==> src/rtl/pipe_hazard_ctrl.sv <==
// Hazard controller for a 5-stage pipeline: operand forwarding, load-use and multiply/divide stalls, branch flush.
// Optional stall statistics counter enabled with macro HAZ_STATS_EN.
module pipe_hazard_ctrl #(
  parameter int REG_AW = 5,
  parameter int MD_LAT = 4,
  parameter int CNT_W  = 4
) (
  input  logic              clk_i,
  input  logic              rst_i,
  input  logic [REG_AW-1:0] rs_i,
  input  logic [REG_AW-1:0] rt_i,
  input  logic              use_rs_i,
  input  logic              use_rt_i,
  input  logic              ewreg_i,
  input  logic              em2reg_i,
  input  logic [REG_AW-1:0] ern_i,
  input  logic              mwreg_i,
  input  logic              mm2reg_i,
  input  logic [REG_AW-1:0] mrn_i,
  input  logic              md_start_i,
  input  logic              md_read_i,
  input  logic              br_taken_i,
  output logic [1:0]        fwda_o,
  output logic [1:0]        fwdb_o,
  output logic              wpcir_o,
  output logic              bubble_o,
  output logic              if_flush_o,
  output logic              md_busy_o,
  output logic [CNT_W-1:0]  md_count_o
`ifdef HAZ_STATS_EN
  ,
  output logic [31:0]       stall_cycles_o
`endif
);

  typedef enum logic [1:0] {
    FWD_RF   = 2'b00,
    FWD_EX   = 2'b01,
    FWD_MEM  = 2'b10,
    FWD_LOAD = 2'b11
  } fwd_sel_e;

  logic [CNT_W-1:0] md_count_q, md_count_d;
  logic             ex_wr_nz, mem_wr_nz;
  logic             load_use, md_stall, stall;
  fwd_sel_e         fwda_sel, fwdb_sel;

  // Register 0 is hard-wired to zero, so a write to it is never a real producer.
  assign ex_wr_nz  = ewreg_i & (ern_i != '0);
  assign mem_wr_nz = mwreg_i & (mrn_i != '0);

  function automatic fwd_sel_e fwd_decode(input logic [REG_AW-1:0] src);
    if (ex_wr_nz && !em2reg_i && (ern_i == src)) begin
      return FWD_EX;
    end else if (mem_wr_nz && !mm2reg_i && (mrn_i == src)) begin
      return FWD_MEM;
    end else if (mem_wr_nz && mm2reg_i && (mrn_i == src)) begin
      return FWD_LOAD;
    end
    return FWD_RF;
  endfunction

  always_comb begin
    fwda_sel = fwd_decode(rs_i);
    fwdb_sel = fwd_decode(rt_i);
  end

  assign fwda_o = fwda_sel;
  assign fwdb_o = fwdb_sel;

  // A load in EX cannot feed the ID instruction until it reaches MEM.
  assign load_use = ex_wr_nz & em2reg_i &
                    (((ern_i == rs_i) & use_rs_i) | ((ern_i == rt_i) & use_rt_i));
  assign md_busy_o = (md_count_q != '0);
  assign md_stall  = md_busy_o & (md_start_i | md_read_i);
  assign stall     = load_use | md_stall;

  assign wpcir_o    = ~stall;
  assign bubble_o   = stall;
  assign if_flush_o = br_taken_i & ~stall;
  assign md_count_o = md_count_q;

  always_comb begin
    // NOTE: default first so every path assigns md_count_d and no latch is inferred.
    md_count_d = md_count_q;
    if (md_start_i && !stall) begin
      md_count_d = CNT_W'(MD_LAT);
    end else if (md_count_q != '0) begin
      md_count_d = md_count_q - CNT_W'(1);
    end
  end

  always_ff @(posedge clk_i or posedge rst_i) begin
    // NOTE: non-blocking assignments keep every register sampling pre-edge values.
    if (rst_i) begin
      md_count_q <= '0;
    end else begin
      md_count_q <= md_count_d;
    end
  end

`ifdef HAZ_STATS_EN
  logic [31:0] stall_cycles_q, stall_cycles_d;

  always_comb begin
    stall_cycles_d = stall_cycles_q;
    if (stall && (stall_cycles_q != 32'hFFFF_FFFF)) begin
      stall_cycles_d = stall_cycles_q + 32'd1;
    end
  end

  always_ff @(posedge clk_i or posedge rst_i) begin
    if (rst_i) begin
      stall_cycles_q <= '0;
    end else begin
      stall_cycles_q <= stall_cycles_d;
    end
  end

  assign stall_cycles_o = stall_cycles_q;
`endif

endmodule

==> config.mk <==
export PLATFORM = sky130hd
export DESIGN_NAME = pipe_hazard_ctrl
export DESIGN_NICKNAME = d
export VERILOG_FILES = /design/src/rtl/pipe_hazard_ctrl.sv
export SDC_FILE = /design/constraint.sdc
export NUM_CORES = 1
export LEC_CHECK = 0
export BUFFER_PORTS_ARGS = -buffer_cell sky130_fd_sc_hd__buf_2
export CAP_MARGIN = 20
export CORE_MARGIN = 2
export CORE_UTILIZATION = 43
export CTS_CLUSTER_DIAMETER = 150
export DETAILED_ROUTE_END_ITERATION = 8
export GPL_TIMING_DRIVEN = 0
export PLACE_DENSITY = 0.83
export SKIP_CTS_REPAIR_TIMING = 1
export SLEW_MARGIN = 20
export SYNTH_ARGS = -nofsm -noshare
export SYNTH_HDL_FRONTEND = slang
export SYNTH_SLANG_ARGS = --single-unit
==> constraint.sdc <==
create_clock -name clk_i -period 4.1 [get_ports clk_i]
set_input_delay 0 -clock clk_i [delete_from_list [all_inputs] [get_ports clk_i]]
set_output_delay 0 -clock clk_i [all_outputs]
set_load 0.1 [all_outputs]
* After elaboration in Yosys (flattened, before gate mapping)
Index checks and enable logic that the tools add are counted.
Word-level totals: bits in latches 0, bits in read-only memories 0, logic and storage cells 51, register bits 4, output and inout port bits 12, memory bits (writable) 0, input port bits 31, memories kept 0
Cells by class: equal/unequal tests 4, multiply operators 0, divide/modulo/power cells 0, reduce and logical (&&, ||, !) cells 17, add/sub/neg operators 1, mux-type cells 16, shift-type cells 0, bitwise gates (word level) 12, $lt $le $gt $ge 0
Operators with widths (number):
- $eq A5 B5 Y1 | 4
- $mux W2 | 8
- $logic_and A1 B1 Y1 | 10
- $reduce_bool A5 Y1 | 2
- $and A1 B1 Y1 | 8
- $mux W4 | 2
- $mux W1 | 6
- $reduce_bool A4 Y1 | 1
- $sub A4 B1 Y4 const B | 1
- $logic_not A1 Y1 | 3
- $or A1 B1 Y1 | 3
- $reduce_bool A2 Y1 | 1
- $not A1 Y1 | 1

* Depth between registers and ports, before layout
depth after elaboration 8, mapped depth 8, gate-level depth less buffers 7

* Worst setup path after synthesis
OpenSTA, ideal clock, no wires.
kind flip-flop to output port, start register md_count_q[0] (netlist: md_count_o[0]), end output port bubble_o, data required time 4.100 ns, buffers on the path 1, stages on the path, launching flop included 8, arrival time 3.221 ns, slack 0.879 ns, cell sequence dfrtp_1 -> inv_1 -> ha_1 -> and2_1 -> buf_2 -> inv_2 -> o21ai_0 -> o21ai_1
Between the ends: cells in the longest elaborated chain, start to end 3
RTL lines:
- from (decl) | RTL line 43 | logic [CNT_W-1:0] md_count_q, md_count_d;
- from (signal assigned) | RTL line 98 | md_count_q <= md_count_d;
- $reduce_bool A4 Y1 | RTL line 74 | assign md_busy_o = (md_count_q != '0);
- via md_busy_o | RTL line 28 | output logic md_busy_o,
- $and A1 B1 Y1 | RTL line 75 | assign md_stall = md_busy_o & (md_start_i | md_read_i);
- $or A1 B1 Y1 | RTL line 76 | assign stall = load_use | md_stall;
- to (decl) | RTL line 26 | output logic bubble_o,
The timed path passes the listed nets, and every way through them passes these cells.

* Worst setup path in the final report
start register md_count_q[0] (netlist: md_count_o[0]), end output port if_flush_o
Between the ends: cells in the longest elaborated chain, start to end 5
RTL lines:
- $reduce_bool A4 Y1 | RTL line 74
- $and A1 B1 Y1 | RTL line 75
- $or A1 B1 Y1 | RTL line 76
- $not A1 Y1 | RTL line 80 | assign if_flush_o = br_taken_i & ~stall;
- $and A1 B1 Y1 | RTL line 80
- to (decl) | RTL line 27 | output logic if_flush_o,
Every way passes these cells.

==> flow_metrics.tcl <==
set metrics [dict create \
    run_status "finished clean" \
    ys_ff_latch 4 \
    port_buffers 42 \
    setup_viol_count_final 0 \
    power.total_mw 0.577 \
    synth_cell_types 28 \
    largest_reg_flops 4 \
    detail_route.first_pass.iterations 2 \
    peakVddDrop_mv 0.418 \
    power.switching_mw 0.382 \
    start_kind "flop" \
    synth.avg_cell_area_um2 7.87 \
    timing.critical_path.required_ns 4.10 \
    drv.max_cap_violation_count 0 \
    top_layer "met4" \
    yosys_warnings 0 \
    cts_made_buffers 3 \
    first_global_vias 721 \
    portion_of_total_power_attributed_to_the_clock_network_pct 8.6 \
    leakage_nw 0.436 \
    worst_setup_hold_path_clk_slew_ns 0.04 \
    worstSetupPathType "reg2out" \
    wire_length_of_the_first_global_routing_pass_mm 2.72 \
    postSynth.topFlopCell "sky130_fd_sc_hd__dfrtp_1" \
    synthesis.nets 112 \
    dp.final_hpwl_mm 1.38 \
    tritoncts_clock_tree "built" \
    commonest_non_fill_non_tap_cell_in_the_layout "sky130_fd_sc_hd__buf_2" \
    power_density_mw_per_mm2 653 \
    cp_slowest_stage_delay_ns 0.43 \
    period_needed_ns 2.01 \
    finalWirelength_mm 1.53 \
    fin_worst_skew_ns 0.00150 \
    p_sw_share_pct 66.1 \
    fin_crit_sh_pct 49.1 \
    timing.slew.headroom_pct 67.6 \
    syn-instance-count 79 \
    final.setup.worst_slack_ns 2.09 \
    floorplan.rows 13 \
    worstHoldPathType "in2reg" \
    critical_path.max_fanout 6 \
    layout.nets 160 \
    critical_path.most_common_cell "sky130_fd_sc_hd__buf_2" \
    cpMaxStageDelayCell "sky130_fd_sc_hd__buf_2" \
    pwr-share-seq_pct 14.3 \
    post_dp_cell_area_um2 851 \
    overflow 0 \
    insertion_delay_ns 0.24 \
    violation_count_after_the_first_detailed_route_iteration 2 \
    diodes 0 \
    sequential_standard_cell_area_um2 100 \
    die_outline_area_mm2 0.00177 \
    critical_path.cell_chain "inv_1 > ha_1 > and2_1 > buf_2 > inv_2 > o21ai_0 > nand2_1 > nor2_1 > buf_2" \
    ff2ff_setup_slack_ns 2.50 \
    post-route-drc-count 0 \
    final_antenna_net_count 0 \
    die-width_um 42.0 \
    netlist_area_um2 622 \
    post_synth_edffs 0 \
    grt_setup_unrepaired "false" \
    antenna_violations_before_repair 0 \
    flow.area_growth_from_synthesis_pct 42.1 \
    fraction_of_final_layout_cells_with_drive_strength_greater_than_1_pct 43.2 \
    timing_max_transition_violations_final 0 \
    dr_wl_met3_um 123 \
    pin_count_of_the_biggest_net_entering_global_routing 7 \
    most-common-layout-cells "sky130_fd_sc_hd__buf_2, sky130_fd_sc_hd__xor2_1, sky130_fd_sc_hd__xnor2_1, sky130_fd_sc_hd__nor3_1" \
    boundaryPins 43 \
    power_frac_comb_pct 77.0 \
    routabilityCongestion 0.792 \
    number_of_h_tree_levels 1 \
    wl_met2_um 788 \
    detailedPlace.worstSlack_ns 2.33 \
    fmax_mhz 496 \
    finalHoldViolations 0 \
    cts_buffer_depth 2 \
    tightestPinTransition_ns 0.489 \
    finalInstanceArea_um2 883 \
    start_util_pct 46.6 \
    ys_async_sr_fraction_pct 100 \
    die_height_um 42.0 \
    grtUsageTotal_pct 19.4 \
    setup_total_negative_slack_ns 0 \
    synth_sequential_area_ratio_pct 16.1 \
    cp-end-kind "output port" \
    clock-sinks 4 \
    critPathArrivalTime_ns 2.01 \
    vias_per_cell 5.06 \
    cts-root-buf "sky130_fd_sc_hd__clkbuf_4" \
    floorplan.core_area_mm2 0.00133 \
    wl_met1_um 599 \
    routed-via-count 709 \
    multi_input_combinational_cell_area_um2 494 \
    post_drt_wl_per_cell_um 10.9 \
    internal_power_mw 0.195 \
    worst_hold_margin_ns 0.0665 \
    fill_cells 127 \
]
-- routing by layer --
layer  global-route usage (%)  vias to the layer above
met2                     37.2                       33
met5                        0                        -
met1                     21.1                      309
li1                         -                      365
met4                     7.50                        0
met3                     3.02                        2
-- synthesized netlist by cell type, drive strengths merged (2+ instances only) --
cell / number / area [µm²]
a21oi: 2 / 13.8
and2: 2 / 12.5
dfrtp: 4 / 100
ha: 2 / 25.0
inv: 6 / 22.5
nand2: 4 / 15.0
nand3: 4 / 20.0
nand4: 2 / 12.5
nor2: 5 / 18.8
nor3: 9 / 60.1
o21ai: 5 / 25.0
o21bai: 2 / 15.0
o31ai: 2 / 20.0
or3: 2 / 12.5
or4: 2 / 18.8
xnor2: 8 / 70.1
xor2: 13 / 114
-- power groups by stage --
stage / Clock [mW] / Sequential (mW) / Combinational (mW)
after floorplan: 0 / 0.224 / 0.221
after global placement: 0 / 0.0805 / 0.436
after detailed placement: 0 / 0.0834 / 0.445
after CTS: 0.0518 / 0.0828 / 0.446
after global routing: 0.0560 / 0.0877 / 0.474
final: 0.0498 / 0.0826 / 0.444
-- final timing paths --
kind | endpoint | from | cells past startpoint
setup / recovery | if_flush_o | md_count_o[0] | 9
hold / removal | md_count_o[2] | md_start_i | 3
setup reg to reg | md_count_o[1] | md_count_o[0] | 7
hold reg to reg | md_count_o[3] | md_count_o[3] | 1
max in group asynchronous | md_count_o[0] | rst_i | 3
min in group asynchronous | md_count_o[3] | rst_i | 3
-- metrics by stage --
stage	util (%)	cells
global placement	63.8	136
detailed placement	63.8	136
floorplan	-	79
global route	66.2	140
CTS	65.5	139
finish	66.2	140
-- critical path: cells and delay by family (launching register included) --
| family | cells | cell delay [ns] |
|---|---|---|
| compound gates | 1 | 0.12 |
| buf+inv | 4 | 0.78 |
| simple gates | 3 | 0.29 |
| fa+ha+maj | 1 | 0.18 |
| flops | 1 | 0.41 |
-- final cells by class --
type                            count  share of cell area [%]
Buffer                              1                   0.567
Clock buffer                        3                    2.55
Inverter                            6                    2.55
Multi-Input combinational cell     68                    55.9
Sequential cell                     4                    11.3
Tap cell                           15                    2.12
Timing Repair Buffer               43                    24.9
-- cells by family (layout without fill, tap and decap cells) --
logic type      after synthesis  after routing  synth area share [%]
xor+xnor                     21             21                  29.6
flops                         4              4                  16.1
compound gates               14             14                  17.5
buf+inv                       7             53                  4.43
fa+ha+maj                     2              2                  4.02
simple gates                 31             31                  28.4
Note: power is estimated with default switching activity, not from simulation.
